[src/rtl/serial_alu_ctrl.sv]
// Bit-serial sequencer for a combinational 1-bit ALU slice: latches operands,
// feeds one bit pair per clock LSB-first, and assembles the parallel result.
module serial_alu_ctrl #(
    parameter int WIDTH = 8
) (
    input  logic             CLK,
    input  logic             RST_N,
    input  logic             START,
    input  logic [2:0]       OP,
    input  logic [WIDTH-1:0] OPA,
    input  logic [WIDTH-1:0] OPB,
    input  logic             CIN,
    output logic             BUSY,
    output logic             DONE,
    output logic             ERR,
    output logic [WIDTH-1:0] RESULT,
    output logic             COUT,
    output logic [2:0]       M,
    output logic             A,
    output logic             B,
    output logic             CI,
    input  logic             X,
    input  logic             CO
);

    localparam int CW = (WIDTH > 1) ? $clog2(WIDTH) : 1;

    typedef enum logic [1:0] {
        S_IDLE,
        S_RUN,
        S_DONE
    } state_t;

    state_t           state_q, state_d;
    logic [WIDTH-1:0] opa_q, opa_d;
    logic [WIDTH-1:0] opb_q, opb_d;
    logic [WIDTH-1:0] res_q, res_d;
    logic [CW-1:0]    cnt_q, cnt_d;
    logic [2:0]       m_q, m_d;
    logic             ci_q, ci_d;
    logic             cout_q, cout_d;
    logic             err_q, err_d;

    always_comb begin
        state_d = state_q;
        opa_d   = opa_q;
        opb_d   = opb_q;
        res_d   = res_q;
        cnt_d   = cnt_q;
        m_d     = m_q;
        ci_d    = ci_q;
        cout_d  = cout_q;
        err_d   = 1'b0;

        case (state_q)
            S_IDLE, S_DONE: begin
                state_d = S_IDLE;
                if (START) begin
                    if (OP <= 3'd4) begin
                        opa_d   = OPA;
                        opb_d   = OPB;
                        m_d     = OP;
                        ci_d    = (OP == 3'd0) ? CIN : 1'b0;
                        cnt_d   = '0;
                        res_d   = '0;
                        cout_d  = 1'b0;
                        state_d = S_RUN;
                    end else begin
                        err_d = 1'b1;
                    end
                end
            end
            S_RUN: begin
                // Slice outputs enter at the MSB so the first bit ends up at bit 0.
                res_d = {X, res_q[WIDTH-1:1]};
                ci_d  = (m_q == 3'd0) ? CO : 1'b0;
                opa_d = opa_q >> 1;
                opb_d = opb_q >> 1;
                cnt_d = cnt_q + 1'b1;
                if (cnt_q == CW'(WIDTH - 1)) begin
                    state_d = S_DONE;
                    cout_d  = (m_q == 3'd0) ? CO : 1'b0;
                end
            end
            default: state_d = S_IDLE;
        endcase
    end

    always_ff @(posedge CLK or negedge RST_N) begin
        if (!RST_N) begin
            state_q <= S_IDLE;
            opa_q   <= '0;
            opb_q   <= '0;
            res_q   <= '0;
            cnt_q   <= '0;
            m_q     <= 3'd0;
            ci_q    <= 1'b0;
            cout_q  <= 1'b0;
            err_q   <= 1'b0;
        end else begin
            state_q <= state_d;
            opa_q   <= opa_d;
            opb_q   <= opb_d;
            res_q   <= res_d;
            cnt_q   <= cnt_d;
            m_q     <= m_d;
            ci_q    <= ci_d;
            cout_q  <= cout_d;
            err_q   <= err_d;
        end
    end

    // Every output decodes registered state only; X/CO never reach a port combinationally.
    assign BUSY   = (state_q == S_RUN);
    assign DONE   = (state_q == S_DONE);
    assign ERR    = err_q;
    assign RESULT = res_q;
    assign COUT   = cout_q;
    assign M      = m_q;
    assign A      = BUSY & opa_q[0];
    assign B      = BUSY & opb_q[0];
    assign CI     = ci_q;

endmodule
[config.mk]
export PLATFORM = sky130hd
export DESIGN_NAME = serial_alu_ctrl
export DESIGN_NICKNAME = d
export VERILOG_FILES = /design/src/rtl/serial_alu_ctrl.sv
export SDC_FILE = /design/constraint.sdc
export NUM_CORES = 1
export LEC_CHECK = 0
export ABC_AREA = 1
export CORE_MARGIN = 3
export CORE_UTILIZATION = 28
export CTS_BUF_LIST = sky130_fd_sc_hd__clkbuf_4
export DETAILED_ROUTE_END_ITERATION = 12
export PLACE_DENSITY = 0.48
export SKIP_LAST_GASP = 1
export SLEW_MARGIN = 25
export SYNTH_ARGS = -nofsm -noshare
export SYNTH_HDL_FRONTEND = slang
export SYNTH_SLANG_ARGS = --single-unit
[constraint.sdc]
create_clock -name CLK -period 2.9 [get_ports CLK]
set_input_delay 0.29 -clock CLK [delete_from_list [all_inputs] [get_ports CLK]]
set_output_delay 0.29 -clock CLK [all_outputs]
set_load 0.03 [all_outputs]
==> results by group, run 1 <==
Run status
  • Status: finished, final reports clean

Critical path
  • Critical path buffers and inverters: 2
  • Critical-path maximum fanout: 16
  • Worst r2r src: state_q[0]$_DFFE_PN0P_
  • CP max stage cell: clkdlybuf4s50_1
  • Worst path cell trace: inv_2 > nand2_2 > nor2_1 > clkdlybuf4s50_1
  • CP top delay family: buffers and inverters
  • Slowest stage delay, CP: 0.69 ns
  • FF-to-FF setup slack: 1.29 ns
  • Crit. End Element: primary output
  • Arr. time, crit path: 1.83 ns
  • Required @ worst endpoint: 2.61 ns
  • Setup crit start kind: flop
  • Worst setup startpoint: state_q[1]$_DFFE_PN0P_
  • Critical path type: reg -> out

STA
  • Worst hold slack: 0.3729 ns
  • Max Clock Skew: 0.004004 ns
  • RSZ-0062 raised after global routing: false
  • Crit path time final: 2.123 ns
  • Peak Freq: 471.0 MHz
  • # setup viols final: 0
  • Slew @ Worst Pin: 0.4263 ns
  • Fin crit share: 0.7321
  • Relative slew slack: 0.7148
  • Setup Total Neg Slack: 0 ns
  • Hold Fails Final Rpt: 0
  • Final Max Tran Viols: 0

Yosys
  • Ys flop type: dfrtp_1
  • Synth top area share: 0.5435
  • Ys Warns: 0
  • Synth area leader: dfrtp_1
  • Asr flop ratio synth: 1.000
  • Synth top area cells: dfrtp_1 (54%), nand2_1 (13%), inv_1 (7.2%)
  • Netlist cell types: 19
  • Post-synth EDFFs: 0
  • Post-Syn Nets: 223
  • Register area share after synthesis: 0.5435
  • Cell with the most instances after synthesis: nand2_1
  • Post-Syn Area: 1612 µm²
  • Top cells by count, synth: nand2_1 (56), dfrtp_1 (35), inv_1 (31), o21ai_0 (23), nor2_1 (12)
  • Flip-flop and latch count after synthesis: 35
  • Mapped Cells: 196
  • Avg Cell Area, Syn: 8.222 µm²

GRT
  • GRT Total Usage: 0.1156
  • Grt ovf: 0
  • Vias in the first global route: 1,273
  • First-pass GRT wire length: 5830 µm
  • Largest net degree at the start of global routing: 36
  • Initial antenna violation count: 0

Hold path
  • Worst hold path class: in -> async

Floorplan
  • Die height: 81.87 µm
  • Die area: 6702 µm²
  • Horiz. Die Dim: 81.87 µm
  • Core Region: 5335 µm²
  • Num rows: 26
  • Starting density of the core: 0.3021
  • Io pins: 43

Job
  • Max-Cap Viols: 0

Clock tree
  • Total CTS buffers: 5
  • Root buffer cell: clkbuf_4
  • CTS Hold Bufs: 0
  • CTS clk-pin slew, worst paths: 0.10 ns
  • H-tree Lvls: 2
  • TritonCTS clock tree: yes
  • Post-CTS Setup Repair Bufs: 0
  • Clk_lat worst skew: 0.32 ns
  • Clock sinks: 35
  • Clk buf depth: 2
  • CTS resizes: 0

Pwr
  • Pwr Total: 2.172 mW
  • Leak Pwr: 1.012 nW
  • Power density over the cells: 1016 nW/µm²
  • Maximum vdd drop: 434.5 µV

Cells and area
  • Multi-input logic area: 561.8 µm²
  • Ant. Diodes: 0
  • Share of post-route cells with drive strength above 1: 0.07113
  • Fillers: 569
  • Final net count: 267
  • P&R area growth vs syn: 32.61%
  • FF/Latch Area: 875.8 µm²

Detailed routing
  • Routed WL: 3394 µm
  • Via count of the routed design: 1,305
  • Initial DRT Pass Iterations: 4
  • Remaining DRCs: 0
  • Antenna Violating Nets Remaining: 0
  • DRT iter0 DRCs: 29
  • Vias per cell: 4.223
  • Routed WL per cell: 10.98 µm

Place
  • Dpl hpwl: 2453 µm
  • Placer Congestion: 0.7362
  • Input/output buffers: 42
==> path summary, 6_finish.rpt <==
| path | end | cells past startpoint |
|---|---|---|
| setup / recovery | A | 4 |
| hold / removal | opb_q[3]$_DFFE_PN0P_ | 2 |
| setup reg to reg | opb_q[1]$_DFFE_PN0P_ | 5 |
| hold reg to reg | cnt_q[0]$_DFFE_PN0P_ | 1 |
| max in group asynchronous | RESULT[7]$_DFFE_PN0P_ | 2 |
| min in group CLK | cnt_q[0]$_DFFE_PN0P_ | 1 |
==> per-layer routing <==
| layer | part of all wire | up-vias | GRT usage |
|---|---|---|---|
| met5 | 0 | - | 0 |
| met4 | 0.018 | 0 | 0.04983 |
| met3 | 0.055 | 7 | 0.03728 |
| met2 | 0.43 | 30 | 0.1680 |
| met1 | 0.50 | 569 | 0.1566 |
| li1 | - | 699 | - |
==> registers in the layout, summed over array words and instances (netlist names) <==
name	count
state_q	2
opb_q	8
ERR	1
opa_q	8
CI	1
COUT	1
cnt_q	3
RESULT	8
M	3
==> kinds of logic (layout without fill, tap and decap cells) <==
family,count (synthesis),count (layout),share of synthesized area
buffers and inverters,41,84,0.1079
DFF,35,35,0.5435
and+or+nand+nor,77,77,0.1980
adders and majority gates,2,2,0.01553
AOI/OAI and AO/OA,41,41,0.1351
==> where the power goes <==
| part | switching (mW) | total [mW] | internal (mW) | leakage [nW] |
|---|---|---|---|---|
| sequential | 0.0907 | 0.780 | 0.689 | 0.447 |
| clock | 0.146 | 0.241 | 0.0956 | 0.0276 |
| combinational | 0.724 | 1.15 | 0.427 | 0.538 |
| total | 0.960 | 2.17 | 1.21 | 1.01 |
==> area by class of cell <==
type,instances,share of cell area
clock buffers,6,0.02108
inverters,33,0.05796
multi-input cells,120,0.2629
flip-flops and latches,35,0.4098
well taps,70,0.04098
repair buffers,45,0.2073
==> through the flow <==
step	area [µm²]	worst slack, ns	cells	utilization
after detailed placement	2092	0.9367	303	0.3921
final	2137	0.7768	309	0.4006
after floorplan	1612	1.496	196	-
after global routing	2137	0.6171	309	0.4006
after global placement	2092	0.9706	303	0.3921
after CTS	2137	0.7214	309	0.4006
==> cells in the final DEF (no fill, tap or decap), drive strengths merged <==
cell type / count
nand3: 2
clkbuf: 6
nand4: 2
o22ai: 7
dfrtp: 35
buf: 3
nor2: 14
nand2: 59
a21oi: 2
inv: 33
ha: 2
clkdlybuf4s50: 42
o21ai: 32
(Power assumes the default switching activity.)
==> run 2: changes to the inputs <==
Clock period 2.9 ns to 2.15 ns, I/O delays scaled along.
==> results by group, run 2 (synthesized netlist as in run 1, its figures left out) <==
STA
  • # setup viols final: 0 (unchanged)
  • Slew @ Worst Pin: 0.4454 ns (was 0.4263 ns)
  • Relative slew slack: 0.7030 (was 0.7148)
  • Max Clock Skew: 0.008184 ns (was 0.004004 ns)
  • RSZ-0062 raised after global routing: false (unchanged)
  • Hold Fails Final Rpt: 0 (unchanged)
  • Worst hold slack: 0.2705 ns (was 0.3729 ns)
  • Peak Freq: 508.5 MHz
  • Fin crit share: 0.9147
  • Crit path time final: 1.967 ns
  • Setup Total Neg Slack: 0 ns (unchanged)
  • Final Max Tran Viols: 0 (unchanged)

Detailed routing
  • Routed WL per cell: 11.75 µm (was 10.98 µm)
  • DRT iter0 DRCs: 49 (was 29)
  • Antenna Violating Nets Remaining: 0 (unchanged)
  • Via count of the routed design: 1,354 (was 1,305)
  • Vias per cell: 4.354 (was 4.223)
  • Routed WL: 3653 µm (was 3394 µm)
  • Remaining DRCs: 0 (unchanged)
  • Initial DRT Pass Iterations: 4 (unchanged)

Floorplan
  • Horiz. Die Dim: 81.87 µm (unchanged)
  • Num rows: 26 (unchanged)
  • Die area: 6702 µm² (unchanged)
  • Die height: 81.87 µm (unchanged)
  • Starting density of the core: 0.3021 (unchanged)
  • Io pins: 43 (unchanged)
  • Core Region: 5335 µm² (unchanged)

Clock tree
  • CTS Hold Bufs: 0 (unchanged)
  • CTS clk-pin slew, worst paths: 0.11 ns (was 0.10 ns)
  • Post-CTS Setup Repair Bufs: 0 (unchanged)
  • Clk_lat worst skew: 0.34 ns (was 0.32 ns)
  • Root buffer cell: clkbuf_4 (unchanged)
  • Clock sinks: 35 (unchanged)
  • Clk buf depth: 2 (unchanged)
  • H-tree Lvls: 2 (unchanged)
  • CTS resizes: 0 (unchanged)
  • Total CTS buffers: 5 (unchanged)
  • TritonCTS clock tree: yes (unchanged)

Pwr
  • Maximum vdd drop: 848.1 µV (was 434.5 µV)
  • Leak Pwr: 1.016 nW (was 1.012 nW)
  • Power density over the cells: 1391 nW/µm² (was 1016 nW/µm²)

Cells and area
  • Commonest non-fill, non-tap cells in the layout: nand2_1 (56), clkdlybuf4s50_1 (42), dfrtp_1 (35), inv_1 (31), o21ai_0 (23) (unchanged)
  • Most common cell after layout, fill and taps aside: nand2_1 (unchanged)
  • Final net count: 267 (unchanged)
  • P&R area growth vs syn: 33.85% (was 32.61%)
  • Ant. Diodes: 0 (unchanged)
  • Fillers: 587 (was 569)
  • Final Cell Area: 2157 µm² (was 2137 µm²)
  • Share of post-route cells with drive strength above 1: 0.07054 (was 0.07113)
  • Non-filler cells in the finished layout: 311 (was 309)

GRT
  • Grt ovf: 0 (unchanged)
  • Vias in the first global route: 1,325 (was 1,273)
  • Largest net degree at the start of global routing: 41 (was 36)
  • GRT Total Usage: 0.1222 (was 0.1156)
  • Initial antenna violation count: 0 (unchanged)
  • First-pass GRT wire length: 6106 µm (was 5830 µm)

Critical path
  • Setup crit start kind: flop (unchanged)
  • Required @ worst endpoint: 1.93 ns (was 2.61 ns)
  • Critical-path maximum fanout: 7 (was 16)
  • Crit. End Element: primary output (unchanged)
  • Critical path type: reg -> out (unchanged)
  • Arr. time, crit path: 1.75 ns (was 1.83 ns)

Place
  • Placer Congestion: 0.7526 (was 0.7362)
  • Area after DPL: 2105 µm² (was 2092 µm²)
  • DP Cell Count: 303 (unchanged)
  • Input/output buffers: 42 (unchanged)
  • Dpl hpwl: 2487 µm (was 2453 µm)

Hold path
  • Worst hold path class: in -> async (unchanged)

Run status
  • Status: finished, final reports clean (unchanged)

Job
  • Max-Cap Viols: 0 (unchanged)
-- run 2: cell types whose count changed in the layout (fill, tap and decap cells not counted), sizes merged --
cell | before | now
clkbuf | 6 | 5
clkinvlp | 0 | 1
clkinv | 0 | 2
-- run 2: where the power goes --
group	internal, mW	leakage, nW	total (mW)	switching, mW
registers	0.928	0.447	1.05	0.124
logic	0.605	0.543	1.60	0.992
clock network	0.120	0.0263	0.351	0.231
total	1.65	1.02	3.00	1.35
-- run 2: worst paths after layout --
| path | cells past startpoint | end | start | slack [ns] |
|---|---|---|---|---|
| worst max-delay path | 3 | BUSY | state_q[0]$_DFFE_PN0P_ | 0.18 |
| worst min-delay path | 2 | opb_q[3]$_DFFE_PN0P_ | RST_N | 0.27 |
| worst max register to register | 6 | opa_q[5]$_DFFE_PN0P_ | state_q[0]$_DFFE_PN0P_ | 0.61 |
| worst min register to register | 2 | cnt_q[1]$_DFFE_PN0P_ | cnt_q[1]$_DFFE_PN0P_ | 0.49 |
| max in group asynchronous | 2 | state_q[1]$_DFFE_PN0P_ | RST_N | 1.56 |
| min in group CLK | 3 | opa_q[7]$_DFFE_PN0P_ | OPA[7] | 0.42 |
-- run 2: through the flow --
step | util | power, mW | worst slack (ns)
final | 0.4043 | 3.000 | 0.1834
after global routing | 0.4043 | 3.291 | 0.05030
after CTS | 0.4043 | 3.058 | 0.1524
after detailed placement | 0.3945 | 2.690 | 0.5537
after global placement | 0.3945 | 2.692 | 0.5384
after floorplan | - | 2.167 | 0.8214
-- run 2: area by class of cell --
| cell class | count | area [µm²] | area share |
|---|---|---|---|
| well taps | 70 | 87.58 | 0.04060 |
| repair buffers | 45 | 455.4 | 0.2111 |
| clock inverters | 3 | 15.01 | 0.006961 |
| multi-input cells | 120 | 561.8 | 0.2604 |
| flip-flops and latches | 35 | 875.8 | 0.4060 |
| inverters | 33 | 123.9 | 0.05742 |
| clock buffers | 5 | 37.54 | 0.01740 |
-- run 2: per-layer routing --
layer  GRT usage  up-vias  share of wire
li1            -      696              -
met1      0.1501      628           0.47
met2      0.1898       25           0.46
met3     0.05592        5          0.057
met4     0.03987        0          0.011
met5           0        -              0
-- run 2: worst max-delay path: stages (launching register included) --
cell and delay (ns):
dfrtp_1 0.45, inv_2 0.08, nor2_4 0.17, clkdlybuf4s50_1 0.70
